### config.mk
export PLATFORM = sky130hd
export DESIGN_NAME = id_operand_stage_flat
export DESIGN_NICKNAME = d
export VERILOG_FILES = /design/src/rtl/id_operand_if.sv /design/src/rtl/id_operand_stage.sv /design/src/flat_wrapper.sv
export SDC_FILE = /design/constraint.sdc
export NUM_CORES = 1
export LEC_CHECK = 0
export CAP_MARGIN = 15
export CORE_MARGIN = 3
export CORE_UTILIZATION = 37
export CTS_CLUSTER_SIZE = 14
export DETAILED_ROUTE_END_ITERATION = 10
export PLACE_DENSITY = 0.76
export RECOVER_POWER = 25
export SYNTH_ARGS = -nofsm -noshare
export SYNTH_HDL_FRONTEND = slang
export SYNTH_SLANG_ARGS = --single-unit
### constraint.sdc
create_clock -name clk -period 8 [get_ports clk]
set_input_delay 1.6 -clock clk [delete_from_list [all_inputs] [get_ports clk]]
set_output_delay 1.6 -clock clk [all_outputs]
set_load 0.02 [all_outputs]
### src/rtl/id_operand_if.sv
// Bundle of the decode-stage operand fetch signals: the incoming decoded
// instruction, the register-file read ports, the EX/MEM forwarding paths,
// the pipeline control inputs and the registered ID/EX outputs.
// slave  = the operand stage itself, master = its surroundings.
interface id_operand_if #(
  parameter int DATA_W = 32,
  parameter int ADDR_W = 5,
  parameter int CNT_W  = 16
);
  logic              in_valid;
  logic              in_ready;
  logic [ADDR_W-1:0] rs_addr;
  logic [ADDR_W-1:0] rt_addr;
  logic              use_rs;
  logic              use_rt;
  logic [DATA_W-1:0] imm;
  logic [ADDR_W-1:0] dst_addr;
  logic              dst_we;
  logic              is_load;
  logic              re1;
  logic              re2;
  logic [ADDR_W-1:0] raddr1;
  logic [ADDR_W-1:0] raddr2;
  logic [DATA_W-1:0] rdata1;
  logic [DATA_W-1:0] rdata2;
  logic              fw_ex_we;
  logic              fw_ex_is_load;
  logic [ADDR_W-1:0] fw_ex_waddr;
  logic [DATA_W-1:0] fw_ex_wdata;
  logic              fw_mem_we;
  logic [ADDR_W-1:0] fw_mem_waddr;
  logic [DATA_W-1:0] fw_mem_wdata;
  logic              stall_in;
  logic              flush;
  logic              stall_req;
  logic              ex_valid;
  logic              ex_we;
  logic              ex_is_load;
  logic [DATA_W-1:0] ex_op1;
  logic [DATA_W-1:0] ex_op2;
  logic [ADDR_W-1:0] ex_waddr;
  logic [CNT_W-1:0]  stall_cnt;

  modport slave (
    input  in_valid, rs_addr, rt_addr, use_rs, use_rt, imm, dst_addr, dst_we, is_load,
    input  rdata1, rdata2,
    input  fw_ex_we, fw_ex_is_load, fw_ex_waddr, fw_ex_wdata,
    input  fw_mem_we, fw_mem_waddr, fw_mem_wdata,
    input  stall_in, flush,
    output in_ready, re1, re2, raddr1, raddr2, stall_req,
    output ex_valid, ex_we, ex_is_load, ex_op1, ex_op2, ex_waddr, stall_cnt
  );

  modport master (
    output in_valid, rs_addr, rt_addr, use_rs, use_rt, imm, dst_addr, dst_we, is_load,
    output rdata1, rdata2,
    output fw_ex_we, fw_ex_is_load, fw_ex_waddr, fw_ex_wdata,
    output fw_mem_we, fw_mem_waddr, fw_mem_wdata,
    output stall_in, flush,
    input  in_ready, re1, re2, raddr1, raddr2, stall_req,
    input  ex_valid, ex_we, ex_is_load, ex_op1, ex_op2, ex_waddr, stall_cnt
  );
endinterface

### src/rtl/id_operand_stage.sv
// Decode-stage operand fetch: drives the register-file read ports, picks each
// operand from zero / EX forward / MEM forward / regfile / immediate, raises a
// one-cycle load-use stall, and registers the result into ID/EX.
module id_operand_stage #(
  parameter int DATA_W = 32,
  parameter int ADDR_W = 5,
  parameter int CNT_W  = 16
) (
  input logic         clk,
  input logic         rst,
  id_operand_if.slave bus
);

  // Register 0 reads as zero; the youngest producer (EX) wins over MEM,
  // and the regfile data already carries the WB bypass.
  function automatic logic [DATA_W-1:0] pick_operand(
    input logic [ADDR_W-1:0] addr,
    input logic [DATA_W-1:0] rdata,
    input logic              ex_we,
    input logic [ADDR_W-1:0] ex_waddr,
    input logic [DATA_W-1:0] ex_wdata,
    input logic              mem_we,
    input logic [ADDR_W-1:0] mem_waddr,
    input logic [DATA_W-1:0] mem_wdata
  );
    logic [DATA_W-1:0] val;
    if (addr == {ADDR_W{1'b0}}) begin
      val = {DATA_W{1'b0}};
    end else if (ex_we && (ex_waddr == addr)) begin
      val = ex_wdata;
    end else if (mem_we && (mem_waddr == addr)) begin
      val = mem_wdata;
    end else begin
      val = rdata;
    end
    return val;
  endfunction

  logic [DATA_W-1:0] op1_s;
  logic [DATA_W-1:0] op2_s;
  logic              hazard_s;

  logic              ex_valid_r;
  logic              ex_we_r;
  logic              ex_is_load_r;
  logic [DATA_W-1:0] ex_op1_r;
  logic [DATA_W-1:0] ex_op2_r;
  logic [ADDR_W-1:0] ex_waddr_r;
  logic [CNT_W-1:0]  stall_cnt_r;

  // Operand selection and load-use hazard detection.
  always_comb begin
    op1_s    = {DATA_W{1'b0}};
    op2_s    = bus.imm;
    hazard_s = 1'b0;
    if (bus.use_rs) begin
      op1_s = pick_operand(bus.rs_addr, bus.rdata1, bus.fw_ex_we, bus.fw_ex_waddr,
                           bus.fw_ex_wdata, bus.fw_mem_we, bus.fw_mem_waddr, bus.fw_mem_wdata);
    end else begin
      op1_s = {DATA_W{1'b0}};
    end
    if (bus.use_rt) begin
      op2_s = pick_operand(bus.rt_addr, bus.rdata2, bus.fw_ex_we, bus.fw_ex_waddr,
                           bus.fw_ex_wdata, bus.fw_mem_we, bus.fw_mem_waddr, bus.fw_mem_wdata);
    end else begin
      op2_s = bus.imm;
    end
    // A load in EX has no data yet, so a dependent instruction waits one cycle
    // until the value appears on the MEM forwarding path.
    hazard_s = bus.in_valid & bus.fw_ex_is_load & bus.fw_ex_we &
               (bus.fw_ex_waddr != {ADDR_W{1'b0}}) &
               ((bus.use_rs & (bus.rs_addr == bus.fw_ex_waddr)) |
                (bus.use_rt & (bus.rt_addr == bus.fw_ex_waddr)));
  end

  // Handshake and read-port outputs, forced quiet while reset is held.
  assign bus.re1       = ~rst & bus.in_valid & bus.use_rs;
  assign bus.re2       = ~rst & bus.in_valid & bus.use_rt;
  assign bus.raddr1    = bus.rs_addr;
  assign bus.raddr2    = bus.rt_addr;
  assign bus.stall_req = ~rst & hazard_s;
  assign bus.in_ready  = ~rst & bus.in_valid & ~hazard_s & ~bus.stall_in;

  // ID/EX pipeline register: flush > downstream stall > load-use bubble > load.
  always_ff @(posedge clk or posedge rst) begin
    if (rst) begin
      ex_valid_r   <= 1'b0;
      ex_we_r      <= 1'b0;
      ex_is_load_r <= 1'b0;
      ex_op1_r     <= {DATA_W{1'b0}};
      ex_op2_r     <= {DATA_W{1'b0}};
      ex_waddr_r   <= {ADDR_W{1'b0}};
    end else if (bus.flush) begin
      ex_valid_r   <= 1'b0;
      ex_we_r      <= 1'b0;
      ex_is_load_r <= 1'b0;
    end else if (bus.stall_in) begin
      ex_valid_r   <= ex_valid_r;
      ex_we_r      <= ex_we_r;
      ex_is_load_r <= ex_is_load_r;
    end else if (hazard_s) begin
      ex_valid_r   <= 1'b0;
      ex_we_r      <= 1'b0;
      ex_is_load_r <= 1'b0;
    end else if (bus.in_valid) begin
      ex_valid_r   <= 1'b1;
      ex_we_r      <= bus.dst_we & (bus.dst_addr != {ADDR_W{1'b0}});
      ex_is_load_r <= bus.is_load;
      ex_op1_r     <= op1_s;
      ex_op2_r     <= op2_s;
      ex_waddr_r   <= bus.dst_addr;
    end else begin
      ex_valid_r   <= 1'b0;
      ex_we_r      <= 1'b0;
    end
  end

  // Saturating count of load-use stall cycles actually taken.
  always_ff @(posedge clk or posedge rst) begin
    if (rst) begin
      stall_cnt_r <= {CNT_W{1'b0}};
    end else if (hazard_s && !bus.stall_in && !bus.flush &&
                 (stall_cnt_r != {CNT_W{1'b1}})) begin
      stall_cnt_r <= stall_cnt_r + {{(CNT_W-1){1'b0}}, 1'b1};
    end else begin
      stall_cnt_r <= stall_cnt_r;
    end
  end

  assign bus.ex_valid   = ex_valid_r;
  assign bus.ex_we      = ex_we_r;
  assign bus.ex_is_load = ex_is_load_r;
  assign bus.ex_op1     = ex_op1_r;
  assign bus.ex_op2     = ex_op2_r;
  assign bus.ex_waddr   = ex_waddr_r;
  assign bus.stall_cnt  = stall_cnt_r;

endmodule

### src/flat_wrapper.sv
// flat-port wrapper written by rule: the top's interface ports become plain ports
module id_operand_stage_flat 
#(
  parameter int DATA_W = 32,
  parameter int ADDR_W = 5,
  parameter int CNT_W  = 16
)
  (clk, rst, bus_in_valid, bus_rs_addr, bus_rt_addr, bus_use_rs, bus_use_rt, bus_imm, bus_dst_addr, bus_dst_we, bus_is_load, bus_rdata1, bus_rdata2, bus_fw_ex_we, bus_fw_ex_is_load, bus_fw_ex_waddr, bus_fw_ex_wdata, bus_fw_mem_we, bus_fw_mem_waddr, bus_fw_mem_wdata, bus_stall_in, bus_flush, bus_in_ready, bus_re1, bus_re2, bus_raddr1, bus_raddr2, bus_stall_req, bus_ex_valid, bus_ex_we, bus_ex_is_load, bus_ex_op1, bus_ex_op2, bus_ex_waddr, bus_stall_cnt);
  id_operand_if #(.DATA_W(DATA_W), .ADDR_W(ADDR_W), .CNT_W(CNT_W)) bus_i ();
  input logic clk;
  input logic rst;
  input wire logic [$bits(bus_i.in_valid)-1:0] bus_in_valid;
  input wire logic [$bits(bus_i.rs_addr)-1:0] bus_rs_addr;
  input wire logic [$bits(bus_i.rt_addr)-1:0] bus_rt_addr;
  input wire logic [$bits(bus_i.use_rs)-1:0] bus_use_rs;
  input wire logic [$bits(bus_i.use_rt)-1:0] bus_use_rt;
  input wire logic [$bits(bus_i.imm)-1:0] bus_imm;
  input wire logic [$bits(bus_i.dst_addr)-1:0] bus_dst_addr;
  input wire logic [$bits(bus_i.dst_we)-1:0] bus_dst_we;
  input wire logic [$bits(bus_i.is_load)-1:0] bus_is_load;
  input wire logic [$bits(bus_i.rdata1)-1:0] bus_rdata1;
  input wire logic [$bits(bus_i.rdata2)-1:0] bus_rdata2;
  input wire logic [$bits(bus_i.fw_ex_we)-1:0] bus_fw_ex_we;
  input wire logic [$bits(bus_i.fw_ex_is_load)-1:0] bus_fw_ex_is_load;
  input wire logic [$bits(bus_i.fw_ex_waddr)-1:0] bus_fw_ex_waddr;
  input wire logic [$bits(bus_i.fw_ex_wdata)-1:0] bus_fw_ex_wdata;
  input wire logic [$bits(bus_i.fw_mem_we)-1:0] bus_fw_mem_we;
  input wire logic [$bits(bus_i.fw_mem_waddr)-1:0] bus_fw_mem_waddr;
  input wire logic [$bits(bus_i.fw_mem_wdata)-1:0] bus_fw_mem_wdata;
  input wire logic [$bits(bus_i.stall_in)-1:0] bus_stall_in;
  input wire logic [$bits(bus_i.flush)-1:0] bus_flush;
  output wire logic [$bits(bus_i.in_ready)-1:0] bus_in_ready;
  output wire logic [$bits(bus_i.re1)-1:0] bus_re1;
  output wire logic [$bits(bus_i.re2)-1:0] bus_re2;
  output wire logic [$bits(bus_i.raddr1)-1:0] bus_raddr1;
  output wire logic [$bits(bus_i.raddr2)-1:0] bus_raddr2;
  output wire logic [$bits(bus_i.stall_req)-1:0] bus_stall_req;
  output wire logic [$bits(bus_i.ex_valid)-1:0] bus_ex_valid;
  output wire logic [$bits(bus_i.ex_we)-1:0] bus_ex_we;
  output wire logic [$bits(bus_i.ex_is_load)-1:0] bus_ex_is_load;
  output wire logic [$bits(bus_i.ex_op1)-1:0] bus_ex_op1;
  output wire logic [$bits(bus_i.ex_op2)-1:0] bus_ex_op2;
  output wire logic [$bits(bus_i.ex_waddr)-1:0] bus_ex_waddr;
  output wire logic [$bits(bus_i.stall_cnt)-1:0] bus_stall_cnt;
  assign bus_i.in_valid = bus_in_valid;
  assign bus_i.rs_addr = bus_rs_addr;
  assign bus_i.rt_addr = bus_rt_addr;
  assign bus_i.use_rs = bus_use_rs;
  assign bus_i.use_rt = bus_use_rt;
  assign bus_i.imm = bus_imm;
  assign bus_i.dst_addr = bus_dst_addr;
  assign bus_i.dst_we = bus_dst_we;
  assign bus_i.is_load = bus_is_load;
  assign bus_i.rdata1 = bus_rdata1;
  assign bus_i.rdata2 = bus_rdata2;
  assign bus_i.fw_ex_we = bus_fw_ex_we;
  assign bus_i.fw_ex_is_load = bus_fw_ex_is_load;
  assign bus_i.fw_ex_waddr = bus_fw_ex_waddr;
  assign bus_i.fw_ex_wdata = bus_fw_ex_wdata;
  assign bus_i.fw_mem_we = bus_fw_mem_we;
  assign bus_i.fw_mem_waddr = bus_fw_mem_waddr;
  assign bus_i.fw_mem_wdata = bus_fw_mem_wdata;
  assign bus_i.stall_in = bus_stall_in;
  assign bus_i.flush = bus_flush;
  assign bus_in_ready = bus_i.in_ready;
  assign bus_re1 = bus_i.re1;
  assign bus_re2 = bus_i.re2;
  assign bus_raddr1 = bus_i.raddr1;
  assign bus_raddr2 = bus_i.raddr2;
  assign bus_stall_req = bus_i.stall_req;
  assign bus_ex_valid = bus_i.ex_valid;
  assign bus_ex_we = bus_i.ex_we;
  assign bus_ex_is_load = bus_i.ex_is_load;
  assign bus_ex_op1 = bus_i.ex_op1;
  assign bus_ex_op2 = bus_i.ex_op2;
  assign bus_ex_waddr = bus_i.ex_waddr;
  assign bus_stall_cnt = bus_i.stall_cnt;
  id_operand_stage #(.DATA_W(DATA_W), .ADDR_W(ADDR_W), .CNT_W(CNT_W)) u_core (.clk(clk), .rst(rst), .bus(bus_i));
endmodule
=== After elaboration in Yosys (flattened, before gate mapping) ===
Index checks and enable logic that the tools add are counted.

* Output and inout bits: 102
* Input bits: 197
* Register bits: 88

* Eq/ne operators: 8
* Bitwise operators: 18
* Add/subtract/negate cells: 1
* Reductions and logical operators: 16
* Multiplexer cells: 20

{| class="wikitable"
|+ Operators by type and width
! operator !! number
|-
| 2-to-1 mux 32 bit || 8
|-
| == test 5 bit || 6
|-
| adder 16 x 1 -> 16 bit, second input constant || 1
|-
| != test 16 bit, second input constant || 1
|-
| AND 1 bit || 13
|-
| 2-to-1 mux 1 bit || 12
|-
| logical NOT 5 bit || 2
|-
| nonzero test 5 bit || 2
|-
| logical AND 1 bit || 7
|-
| NOT 1 bit || 4
|-
| AND reduction 4 bit || 1
|-
| nonzero test 3 bit || 1
|-
| logical NOT 1 bit || 2
|-
| != test 2 x 1 -> 1 bit, second input constant || 1
|-
| AND reduction 2 bit || 1
|-
| OR 1 bit || 1
|}

=== Logic depth before layout (Yosys ltp) ===
* Depth after elaboration: 7
* Depth in mapped cells: 8
* Depth with buffers taken out: 6

=== Least setup slack after synthesis ===
No wires, ideal clock.

* Kind: in2out
* Start: input port rst
* End: output port bus_re1
* Slack: 2.486 ns
* Arrival time: 3.914 ns
* Required time: 6.400 ns
* Stages on the path: 2
* Path through: inv_1 > and3_1

* Word-level cells in the longest chain between the ends: 3

{| class="wikitable"
|+ RTL lines
! what !! RTL line !! RTL
|-
| from (decl) || flat_wrapper.sv:11 || <nowiki>input logic rst;</nowiki>
|-
| NOT 1 bit || id_operand_stage.sv:77 || <nowiki>assign bus.re1 = ~rst & bus.in_valid & bus.use_rs;</nowiki>
|-
| AND 1 bit (2 in a row) || id_operand_stage.sv:77 ||
|-
| to (decl) || flat_wrapper.sv:33 || <nowiki>output wire logic [$bits(bus_i.re1)-1:0] bus_re1;</nowiki>
|}

Every way passes these cells.

=== Worst setup path in the final report ===
* Start: input port bus_rt_addr[0]
* End: output port bus_stall_req

* Word-level cells in the longest chain between the ends: 5

{| class="wikitable"
|+ RTL lines
! what !! RTL line !! RTL
|-
| from (decl) || flat_wrapper.sv:14 || <nowiki>input wire logic [$bits(bus_i.rt_addr)-1:0] bus_rt_addr;</nowiki>
|-
| == test 5 bit || id_operand_stage.sv:73 || <nowiki>(bus.use_rt & (bus.rt_addr == bus.fw_ex_waddr)));</nowiki>
|-
| AND 1 bit || id_operand_stage.sv:73 ||
|-
| OR 1 bit || id_operand_stage.sv:72 || <nowiki>((bus.use_rs & (bus.rs_addr == bus.fw_ex_waddr)) |</nowiki>
|-
| AND 1 bit || id_operand_stage.sv:71 || <nowiki>(bus.fw_ex_waddr != {ADDR_W{1'b0}}) &</nowiki>
|-
| AND 1 bit || id_operand_stage.sv:81 || <nowiki>assign bus.stall_req = ~rst & hazard_s;</nowiki>
|-
| to (decl) || flat_wrapper.sv:37 || <nowiki>output wire logic [$bits(bus_i.stall_req)-1:0] bus_stall_req;</nowiki>
|}

Every way passes these cells.

==> metrics <==
VDD IR-drop max=0.0000865 V; slew of the pin with the lowest slew margin=0.900 ns; Routed Antenna Nets=0; critical-path maximum fanout=17; Crit path required time=6.40 ns; Synth Flop Type=dfrtp_1; net load switching power=441 uW; fillers=1338; Post-Synth XOR/XNOR Area=4.52%; via count=5800; CTS max path bufs=2; Non-Filler Instances=1084; Synth Cell Area=5620 um^2; synth warn=0; logic gate share of total power=30.8%; Clock power frac=34.3%; Max Slew Vio Count=0; Avg Inst Size Synth=8.91 um^2; switching part of the total=28.8%; Post-Syn Nets=829; Worst Setup Path Type=input pin to output port; CTS root buf=clkbuf_16; Post-Route WL=20800 um; Die Y=129 um; Pleak=0.00395 uW; mux cell area share after synthesis=5.90%; dpl cells=1068; Worst-Skew Late Latency=0.34 ns; die width=129 um; HPWL after detailed placement=14800 um; Synth Register Bits=88; fin crit share=70.8%; number of max-cap violations=0; largest family of logic cells by synthesized area=compound AO/OA/AOI/OAI gates; Synth Area in Compound Gates=24.9%; first-pass GRT wire length=31500 um; critical path arrival=4.06 ns; Synth Area in Simple Gates=19.1%; Rel. slew slack=39.7%; layout cells sized above 1=8.00%; post-route DRC violation count=0; sequential fraction of the synthesis area=39.2%; fin nets=1093; GR Util met1=29.2%; area occupied by multi-input gates=3100 um^2; unrepaired setup endpoints after global routing=false; H-tree levels=3; FF/Latch Area=2200 um^2; GPL Wtd Cong=0.875; Final TNS setup=0 ns; Initial Utilization=38.2%; CTS buffer count=9; # diodes=0; io pins=299; # clock sinks=88; number of enable flip-flop cells after synthesis=0; gr ovfl total=0; final setup fails=0; hold buffer count at CTS=0; met3 GRT Util=6.64%; cell-internal power=1090 uW; Tmin final=5.66 ns; PD cells=170 nW/um^2; Area growth, synth to finish=60.4%; DR WL/cell=19.2 um; GRT Max-Usage Layer=met2; pin count of the biggest net entering global routing=72; initial antenna violation count=0; Total GRT Usage=24.3%; vias in the first global route=5729; M2 GR Usage=42.3%; Worst Hold Class=register to register; clock skew=0.00908 ns; Initial DRC Count=305; post_cts resized=0; Async SR Flop Fraction=100%; # Post-CTS Setup Buffers=0; Port Buffers=298; Final Hold Viols=0; row count=44; Die Area=16700 um^2; sequential share of power=34.8%; status=completed; most common cell after layout, fill and taps aside=clkdlybuf4s50_1; crit path capture type=output port; vias per cell=5.35; Post-Synthesis Cells=631; CTS tree=done; number of detailed-route iterations in the first pass=4; Post-Synth Adder-Cell Area=0.223%; crit path launch type=input pin; Synth cell types=43; Core Footprint=14700 um^2; Fmax=0.177 GHz; CTS clk-pin slew, worst paths=0.06 ns; most frequent cells in the layout=clkdlybuf4s50_1, nor2_1, dfrtp_1
[power by group through the flow]
stage	clock [uW]	sequential, uW	combinational [uW]
final	526	534	472
after global placement	0	542	480
after floorplan	0	612	142
after CTS	534	535	486
after detailed placement	0	542	484
after global routing	554	540	504
[layout make-up]
type / instances / area share, %
Multi-Input combinational cell: 475 / 34.4
Timing Repair Buffer: 309 / 34.0
Sequential cell: 88 / 24.4
Clock buffer: 10 / 2.65
Tap cell: 184 / 2.55
Clock inverter: 6 / 1.44
Inverter: 12 / 0.527
[through the flow]
step           cell area [um^2]  power (uW)  util (%)  setup WS, ns  hold WS, ns
2_1_floorplan              5620         754         -          2.49        0.582
3_3_place_gp               8640        1020      58.8          2.36        0.457
3_5_place_dp               8640        1030      58.8          2.34        0.466
4_1_cts                    9010        1560      61.3          2.35        0.480
5_1_grt                    9010        1600      61.3          2.19        0.498
6_report                   9010        1530      61.3          2.34        0.475
[cell usage after synthesis, drive strengths merged (2+ instances only)]
cell type	instances	area share, %
a211oi	34	4.8
dfrtp	88	39
xor2	17	2.6
or4	4	0.53
o2111a	2	0.40
o21ai	4	0.36
nand2b	3	0.33
clkbuf	27	1.8
nor3	7	0.71
a211o	33	5.1
nand4	4	0.45
nor4	10	1.1
a222oi	2	0.36
mux2i	32	5.7
nor2b	33	3.7
nor2	100	6.7
nand2	58	3.9
and3	2	0.22
a21oi	65	5.8
o31ai	33	7.1
nand3	8	0.71
xnor2	12	1.9
inv	12	0.80
buf	29	3.5
[path summary, 6_finish.rpt]
path,from,endpoint,slack (ns),cells past startpoint
worst max-delay path,bus_rt_addr[0],bus_stall_req,2.34,7
worst min-delay path,u_core.bus.ex_op1[30],u_core.bus.ex_op1[30],0.47,2
worst max register to register,u_core.bus.stall_cnt[6],u_core.bus.stall_cnt[1],5.37,6
worst min register to register,u_core.bus.ex_op1[30],u_core.bus.ex_op1[30],0.47,2
max in group asynchronous,rst,u_core.bus.stall_cnt[11],5.08,3
min in group asynchronous,rst,u_core.bus.ex_op2[29],1.86,2
[worst max-delay path: stages]
cell and delay, ns:
clkdlybuf4s50_1 0.57, xor2_1 0.24, nor3_1 0.21, o2bb2ai_2 0.21, nand2_1 0.39, nor2_1 0.22, clkdlybuf4s50_1 0.63
[sequential cells by signal, summed over array words and instances, names as in the netlist]
signal and count:
u_core.bus.ex_valid 1, u_core.bus.ex_op1 32, u_core.bus.ex_op2 32, u_core.bus.ex_waddr 5, u_core.bus.stall_cnt 16, u_core.bus.ex_we 1, u_core.bus.ex_is_load 1
[per-layer routing]
| metal | vias up | share of wire [%] |
|---|---|---|
| li1 | 2763 | - |
| met1 | 2751 | 40 |
| met2 | 248 | 50 |
| met3 | 38 | 8.2 |
| met4 | 0 | 2.1 |
| met5 | - | 0 |
[cell families (layout without fill, tap and decap cells)]
logic type                 count (synthesis)  count (layout)
buffers and inverters                     68             337
adders and majority gates                  1               1
xor gates and xnor gates                  29              29
DFF                                       88              88
AOI/OAI and AO/OA                        177             177
and+or+nand+nor                          235             235
muxes                                     33              33
No activity file was read; power rests on OpenSTA's default activity.
